[src/rtl/mdbrot_pkg.sv]
// mdbrot_pkg: shared screen geometry, scheduler states and the iteration-to-colour map
package mdbrot_pkg;
  localparam int SCREEN_W = 160;
  localparam int SCREEN_H = 120;
  typedef enum logic [1:0] {IDLE, RUN, DRAIN, FIN} sched_state_t;
  function automatic logic [2:0] iter_to_colour(input logic [31:0] iter, input logic [31:0] max_iter);
    return iter >= max_iter ? 3'b000 : iter[2:0] == 3'b000 ? 3'b111 : iter[2:0];
  endfunction
endpackage

[src/rtl/mdbrot_rr_arbiter.sv]
// mdbrot_rr_arbiter: one-hot round-robin grant whose priority starts just past the last winner
module mdbrot_rr_arbiter #(
  parameter int N = 4
) (
  input  logic         clk,
  input  logic         rst_n,
  input  logic [N-1:0] req,
  output logic [N-1:0] grant
);
  localparam int PW = N > 1 ? $clog2(N) : 1;
  logic [PW-1:0] last, win;
  // Scan from the furthest offset down so the nearest requester after last wins
  always_comb begin
    grant = '0;
    win = last;
    for (int k = N; k >= 1; k--)
      for (int j = 0; j < N; j++)
        if (req[j] && j == (int'(last) + k) % N) begin
          grant = '0;
          grant[j] = 1'b1;
          win = PW'(j);
        end
  end
  always_ff @(posedge clk)
    if (!rst_n) last <= PW'(N - 1);
    else if (|grant) last <= win;
endmodule

[src/rtl/mdbrot_core_scheduler.sv]
// mdbrot_core_scheduler: raster-order pixel dispatch to escape-time cores and
// round-robin retirement of their results onto the VGA plot port
module mdbrot_core_scheduler
  import mdbrot_pkg::*;
#(
  parameter int NUM_CORES = 4,
  parameter int ITER_W    = 13
) (
  input  logic                        clk,
  input  logic                        rst_n,
  input  logic                        start,
  input  logic [ITER_W-1:0]           max_iter,
  output logic                        done,
  output logic [NUM_CORES-1:0]        core_start,
  output logic [7:0]                  core_x,
  output logic [6:0]                  core_y,
  output logic [ITER_W-1:0]           core_max_iter,
  input  logic [NUM_CORES-1:0]        core_done,
  input  logic [NUM_CORES*ITER_W-1:0] core_iter,
  output logic [NUM_CORES-1:0]        core_ack,
  output logic [7:0]                  vga_x,
  output logic [6:0]                  vga_y,
  output logic [2:0]                  vga_colour,
  output logic                        vga_plot
);
  localparam logic [7:0] LAST_X = 8'(SCREEN_W - 1);
  localparam logic [6:0] LAST_Y = 7'(SCREEN_H - 1);
  sched_state_t state, state_nx;
  logic start_q, last_px;
  logic [7:0] ptr_x, sel_x;
  logic [6:0] ptr_y, sel_y;
  logic [NUM_CORES-1:0] busy, free, grant;
  logic [7:0] tag_x [NUM_CORES];
  logic [6:0] tag_y [NUM_CORES];
  logic [ITER_W-1:0] max_iter_q, sel_iter;
  assign free = ~busy;
  assign core_start = state == RUN ? free & (~free + NUM_CORES'(1)) : '0;
  assign core_x = ptr_x;
  assign core_y = ptr_y;
  assign core_max_iter = max_iter_q;
  assign core_ack = grant;
  assign last_px = ptr_x == LAST_X && ptr_y == LAST_Y;
  // busy gates the requests, so done from an idle core never wins a grant
  mdbrot_rr_arbiter #(.N(NUM_CORES)) u_arb (
    .clk(clk),
    .rst_n(rst_n),
    .req(core_done & busy),
    .grant(grant)
  );
  always_comb begin
    sel_x = '0;
    sel_y = '0;
    sel_iter = '0;
    for (int i = 0; i < NUM_CORES; i++)
      if (grant[i]) begin
        sel_x = tag_x[i];
        sel_y = tag_y[i];
        sel_iter = core_iter[i*ITER_W +: ITER_W];
      end
  end
  always_comb begin
    state_nx = state;
    case (state)
      IDLE:    if (start && !start_q) state_nx = RUN;
      RUN:     if (|core_start && last_px) state_nx = DRAIN;
      DRAIN:   if (busy == '0 && !vga_plot) state_nx = FIN;
      FIN:     state_nx = IDLE;
      default: state_nx = IDLE;
    endcase
  end
  always_ff @(posedge clk) begin
    if (!rst_n) begin
      state <= IDLE;
      start_q <= 1'b0;
      ptr_x <= '0;
      ptr_y <= '0;
      busy <= '0;
      max_iter_q <= '0;
      done <= 1'b0;
      vga_plot <= 1'b0;
      vga_x <= '0;
      vga_y <= '0;
      vga_colour <= '0;
      for (int i = 0; i < NUM_CORES; i++) begin
        tag_x[i] <= '0;
        tag_y[i] <= '0;
      end
    end else begin
      state <= state_nx;
      start_q <= start;
      busy <= (busy | core_start) & ~grant;
      vga_plot <= |grant;
      vga_x <= sel_x;
      vga_y <= sel_y;
      vga_colour <= |grant ? iter_to_colour(32'(sel_iter), 32'(max_iter_q)) : 3'b000;
      if (state == IDLE && state_nx == RUN) begin
        max_iter_q <= max_iter;
        ptr_x <= '0;
        ptr_y <= '0;
        done <= 1'b0;
      end
      if (state == FIN) done <= 1'b1;
      if (|core_start) begin
        ptr_x <= ptr_x == LAST_X ? 8'd0 : ptr_x + 8'd1;
        ptr_y <= ptr_x == LAST_X ? ptr_y + 7'd1 : ptr_y;
      end
      for (int i = 0; i < NUM_CORES; i++)
        if (core_start[i]) begin
          tag_x[i] <= ptr_x;
          tag_y[i] <= ptr_y;
        end
    end
  end
endmodule
[config.mk]
export PLATFORM = sky130hd
export DESIGN_NAME = mdbrot_core_scheduler
export DESIGN_NICKNAME = d
export VERILOG_FILES = /design/src/rtl/mdbrot_pkg.sv /design/src/rtl/mdbrot_rr_arbiter.sv /design/src/rtl/mdbrot_core_scheduler.sv
export SDC_FILE = /design/constraint.sdc
export NUM_CORES = 1
export LEC_CHECK = 0
export CAP_MARGIN = 20
export CORE_MARGIN = 2
export CORE_UTILIZATION = 44
export CTS_CLUSTER_SIZE = 8
export DETAILED_ROUTE_END_ITERATION = 7
export HOLD_SLACK_MARGIN = 0.05
export PLACE_DENSITY_LB_ADDON = 0.3
export REMOVE_ABC_BUFFERS = 1
export SYNTH_ARGS = -nofsm -noshare
export SYNTH_HDL_FRONTEND = slang
export SYNTH_SLANG_ARGS = --single-unit
[constraint.sdc]
create_clock -name clk -period 4.41 [get_ports clk]
set_input_delay 0.6615 -clock clk [delete_from_list [all_inputs] [get_ports clk]]
set_output_delay 0.6615 -clock clk [all_outputs]
set_load 0.02 [all_outputs]
# After elaboration in Yosys (flattened, before gate mapping)

Memories as Yosys holds them, arrays and structs flattened.
Index checks and enable logic that the tools add are counted.

Memory bits (read-only): 0
Latch bits: 0
Bits in registers: 57
Output and inout bits: 56
Bits in writable memories: 60
Memories: 2

Add/sub/neg operators: 7
Equality and inequality tests: 19
Multiplexer cells: 79
Reductions and logical operators: 42
Shift operators: 0
Div/mod/pow operators: 0
Multiply operators: 0
Bitwise gates (word level): 21
Order comparisons: 1

Memory list:

| name  | words | bits a word | rd ports | clocked after memory_dff | write ports | line                        | RTL |
|---|---|---|---|---|---|---|---|
| tag_x | 4     | 8           | 4        | 0                        | 4           | mdbrot_core_scheduler.sv:33 | `logic [7:0] tag_x [NUM_CORES];` |
| tag_y | 4     | 7           | 4        | 0                        | 4           | mdbrot_core_scheduler.sv:34 | `logic [6:0] tag_y [NUM_CORES];` |

Operators with widths:

| cell                                                                 | count |
|---|---|
| 32-bit zero test                                                     | 4 |
| 8-bit 2-to-1 mux                                                     | 11 |
| 7-bit 2-to-1 mux                                                     | 11 |
| 4-bit 2-to-1 mux                                                     | 14 |
| 13-bit 2-to-1 mux                                                    | 4 |
| 2-bit 2-to-1 mux                                                     | 20 |
| 3-bit equality test, first input constant                            | 8 |
| 1-bit logical AND                                                    | 21 |
| 1-bit 2-to-1 mux                                                     | 16 |
| 16-bit nonzero test                                                  | 1 |
| 13-bit greater-or-equal comparator                                   | 1 |
| 4-bit bitwise AND                                                    | 3 |
| 2-bit by 3-bit equality test with 1-bit output, first input constant | 4 |
| 4-bit NOT                                                            | 3 |
| 8-bit by 1-bit adder with 8-bit output, second input constant        | 1 |
| 8-bit equality test, second input constant                           | 1 |
| 1-bit OR                                                             | 8 |
| 2-bit one-hot mux with 4 select lines                                | 1 |
| 2-bit OR reduction                                                   | 4 |
| 4-bit OR reduction                                                   | 2 |
| 7-bit by 1-bit adder with 7-bit output, second input constant        | 1 |
| 7-bit equality test, second input constant                           | 1 |
| 3-bit 2-to-1 mux                                                     | 2 |
| 2-bit by 1-bit adder with 2-bit output, second input constant        | 2 |
| other kinds (15)                                                     | 25 |

# Depth between registers and ports, before layout

Depth after elaboration: 27
Gate-level depth with buffers: 15

# Modules after synthesis

Synthesis repeated with hierarchy kept, for this count alone.

Cell total of the unflattened synthesis: 591
Area, all modules: 5664.2 µm²

Modules (own cells, without submodules):

| module                | area an instance (µm²) | times used | seq. area each (µm²) | cells an instance |
|---|---|---|---|---|
| mdbrot_core_scheduler | 5439.0                 | 1          | 2902.8               | 559 |
| mdbrot_rr_arbiter     | 225.2                  | 1          | 40.0                 | 32 |

# Worst setup path before layout

No wires, ideal clock.

Path kind: in2reg
Start: input port core_done[3]
End: register vga_colour[0]
Data required time: 4272 ps
Buffers on the path: 1
Library setup time: 138 ps
Arrival: 3077 ps
Setup slack: 1196 ps
Stages on the path: 12
Cell sequence: a22oi_2 > o21ai_0 > nor2_2 > clkbuf_1 > a222oi_1 > a21oi_1 > ha_1 > nand4_1 > or2_2 > or3_1 > o2111ai_1 > a211oi_1

Cells in the longest elaborated chain, start to end: 21

RTL lines:

| item                                                                           | line                        | RTL |
|---|---|---|
| start: declaration                                                             | mdbrot_core_scheduler.sv:18 | `input logic [NUM_CORES-1:0] core_done,` |
| 4-bit bitwise AND (*)                                                          | mdbrot_core_scheduler.sv:47 | `.req(core_done & busy),` |
| 1-bit logical AND                                                              | mdbrot_rr_arbiter.sv:18     | `if (req[j] && j == (int'(last) + k) % N) begin` |
| 4-bit 2-to-1 mux (12 in series)                                                | mdbrot_rr_arbiter.sv:18     |  |
| 4-bit 2-to-1 mux (*)                                                           | mdbrot_rr_arbiter.sv:18     |  |
| net core_ack[0]                                                                | mdbrot_core_scheduler.sv:20 | `output logic [NUM_CORES-1:0] core_ack,` |
| 13-bit 2-to-1 mux (4 in series)                                                | mdbrot_core_scheduler.sv:55 | `if (grant[i]) begin` |
| 13-bit greater-or-equal comparator / 3-bit zero test (equally long branches)   | mdbrot_pkg.sv:7             | `return iter >= max_iter ? 3'b000 : iter[2:0] == 3'b000 ? 3'b111 : iter[2:0];` |
| 3-bit OR reduction (no source line) / 3-bit 2-to-1 mux (equally long branches) | --                          |  |
| end signal: assignment                                                         | mdbrot_core_scheduler.sv:95 | `vga_colour <= \|grant ? iter_to_colour(32'(sel_iter), 32'(max_iter_q)) : 3'b000;` |
| end: declaration                                                               | mdbrot_core_scheduler.sv:23 | `output logic [2:0] vga_colour,` |

Mark *: on every way through the listed nets, which the timed path passes. The rest lies on a longest branch.
A chain may end at the register's enable or synchronous reset.

# Worst setup path in the final report

Start: input port core_done[1]
End: output port core_ack[3]

Cells in the longest elaborated chain, start to end: 13

RTL lines:

| item                               | line |
|---|---|
| 4-bit bitwise AND (*)              | mdbrot_core_scheduler.sv:47 |
| 1-bit logical AND                  | mdbrot_rr_arbiter.sv:18 |
| 4-bit 2-to-1 mux (8 in series)     | mdbrot_rr_arbiter.sv:18 |
| 4-bit 2-to-1 mux (*) (3 in series) | mdbrot_rr_arbiter.sv:18 |
| end: declaration                   | mdbrot_core_scheduler.sv:20 |

Mark *: on every way between the ends. The rest lies on a longest branch, timed or not.

==> metrics.txt <==
Int Pwr=0.00217 W; largest net degree at the start of global routing=72; global-route wire length before repair=24700 um; CTS tree=done; Root Driver=clkbuf_16; placed cell count=855; TNS Setup=0 ns; initial antenna violation count=0; CTS Buffer Depth=2; reg2reg end=vga_colour[2]; most common cell after layout, fill and taps aside=clkdlybuf4s50_1; Num CTS Buffers=17; mapped cell area=5720 um2; Setup violations, final=0; Clock Sinks=117; Layout area overhead=35.0%; DRT Pass-1 Iters=5; Seq cells post-synth=117; NetSw=0.000684 W; Die ar.=13900 um2; Net Sw Frac=24.0%; Max Clk Rate=0.265 GHz; hold depth=2; FF-to-FF path depth=12; fillcell total=1040; core area=12700 um2; worst path arrival time=3.11 ns; Gate Count Post-Synth=584; Leak Pwr=3.09 nW; Initial Utilization=45.2%; Synth warnings=0; Max Transition Viols Final=0; crit-path max FO=23; clock-pin slew on the worst setup and hold paths=0.05 ns; Finished Layout Cells=888; CTS Hold Bufs=0; Worst Setup Start Kind=input port; row cnt=41; die width=118 um; met2 wire length=7850 um; Placement Setup Slack=0.369 ns; total power draw=0.00285 W; r2r setup slk=0.89 ns; WL met1=6320 um; syn avg cell area=9.80 um2; metal3 WL=1240 um; number of setup buffers added after CTS=0; Max Cap Viol=0; max layer used=met4; clock skew=0.0141 ns; synth top area cells=edfxtp_1 31%, dfxtp_1 20%, and3_1 7.0%; count of different cell masters after synthesis=57; Pwr Density=369 nW/um2; GRT overflow=0; Finished Core Util=61.0%; sequential fraction of the synthesis area=51.4%; Port Buf Inserts=127; GRT Util Overall=22.7%; Synth Flop Type=edfxtp_1; Die Y-Extent=118 um; cts repair resizes=0; Worst setup EP type=output port; Rel. slew slack=33.0%; Setup CP Type=input port to output port; CP required=3.75 ns; RSZ-0062 raised after global routing=no; Clock Latency Late Sink=0.43 ns; top cell type's share of synthesized area=31.5%; Placer Congestion=0.931; cell taking the most area after synthesis=edfxtp_1; outcome=finished, final reports clean; Gate power share=9.5%; most frequent cells in the layout=126 x clkdlybuf4s50_1, 64 x nand2_1, 64 x and3_1; min-delay src=done; Slew @ Worst Pin=1.00 ns; WL per Instance=17.8 um; Top Ports=128; final net count=790; hpwl dp=10900 um; Clk pwr share=48.0%; Tcrit/Tclk final=85.6%; final wirelength=15800 um; residual DRC count=0; Hold/Removal Path Class=flop to flop; vias=5042; H-tree level count=4; Worst VDD drop=0.254 mV; antenna-violating nets left=0; ANT cells=0; share of cells above drive strength 1=8.80%; worst r2r src=busy[0]; DR vias/cell=5.68; sequential share of power=42.5%; Final Hold Fails=0; fraction of registers with async set/reset=0%; post-layout worst setup margin=0.634 ns; EDFF count, synth=60; hold endpoint=done; initial DRC count=421; vias in the first global route=4866; post-layout min period=3.78 ns
registers in the layout, summed over array words and instances, names as in the netlist:
signal         flops
tag_x             32
tag_y             28
core_max_iter     13
core_x             8
vga_x              8
core_y             7
vga_y              7
busy               4
vga_colour         3
state              2
u_arb.last         2
done               1
start_q            1
vga_plot           1
power groups by stage:
stage                     registers, W  clock network, W  logic, W
after CTS                      0.00121           0.00138  0.000269
after global routing           0.00122           0.00144  0.000293
after detailed placement       0.00123                 0  0.000267
final                          0.00121           0.00137  0.000272
after global placement         0.00123                 0  0.000262
after floorplan                0.00124                 0  0.000105
synthesized netlist by cell type (4+ instances only):
library cell / number
nand2_1: 64
a221oi_1: 16
nand2b_1: 6
edfxtp_1: 60
a21boi_0: 17
a211oi_1: 4
clkbuf_1: 28
xor2_1: 4
nor2b_1: 8
nand3_1: 11
a21oi_1: 18
nand4_1: 6
ha_1: 15
and3_1: 64
nor2_1: 47
a222oi_1: 10
a22oi_1: 6
buf_2: 7
inv_1: 18
dfxtp_1: 57
o21ai_0: 37
a221o_1: 4
and2_1: 21
cell families after synthesis:
group | Yosys count | synth area share, %
simple gates | 245 | 22.4
compound gates | 142 | 17.6
buf+inv | 61 | 4.79
flops | 117 | 51.4
xor+xnor | 4 | 0.612
fa+ha+maj | 15 | 3.28
metal layers:
| layer | vias to the layer above | global-route usage (%) |
|---|---|---|
| met5 | - | 0 |
| met4 | 0 | 10.0 |
| met3 | 36 | 6.73 |
| met2 | 224 | 39.3 |
| met1 | 2393 | 25.8 |
| li1 | 2389 | - |
how the worst max path moves through the flow:
stage | startpoint | to | slack [ns] | depth (start not counted)
CTS | core_done[1] | core_ack[3] | 0.60 | 6
finish | core_done[1] | core_ack[3] | 0.63 | 6
global placement | core_done[1] | vga_colour[1] | 0.52 | 13
detailed placement | core_done[1] | vga_colour[1] | 0.37 | 13
floorplan | core_done[0] | vga_colour[0] | 0.87 | 12
global route | core_done[1] | core_ack[3] | 0.44 | 6
stage by stage:
stage,hold slack [ns],instance area (um2)
3_3_place_gp,0.463,7110
5_1_grt,0.503,7730
2_1_floorplan,0.521,5530
4_1_cts,0.477,7710
6_report,0.471,7730
3_5_place_dp,0.466,7110
cell type report:
cell class	count	area [um2]	area share, %
clock buffer	18	439	5.68
clock inverter	14	153	1.98
multi-input combinational	406	2510	32.6
sequential	117	2940	38.1
timing repair buffer	141	1380	17.9
inverter	20	77.6	1.00
tap	172	215	2.79
worst max-delay path, cell delays in order:
cell             delay, ns
clkdlybuf4s50_1       0.55
a22o_1                0.25
a221o_1               0.22
and2_1                0.63
inv_2                 0.14
clkdlybuf4s50_1       0.66
Power figures use the tool's default switching activity.
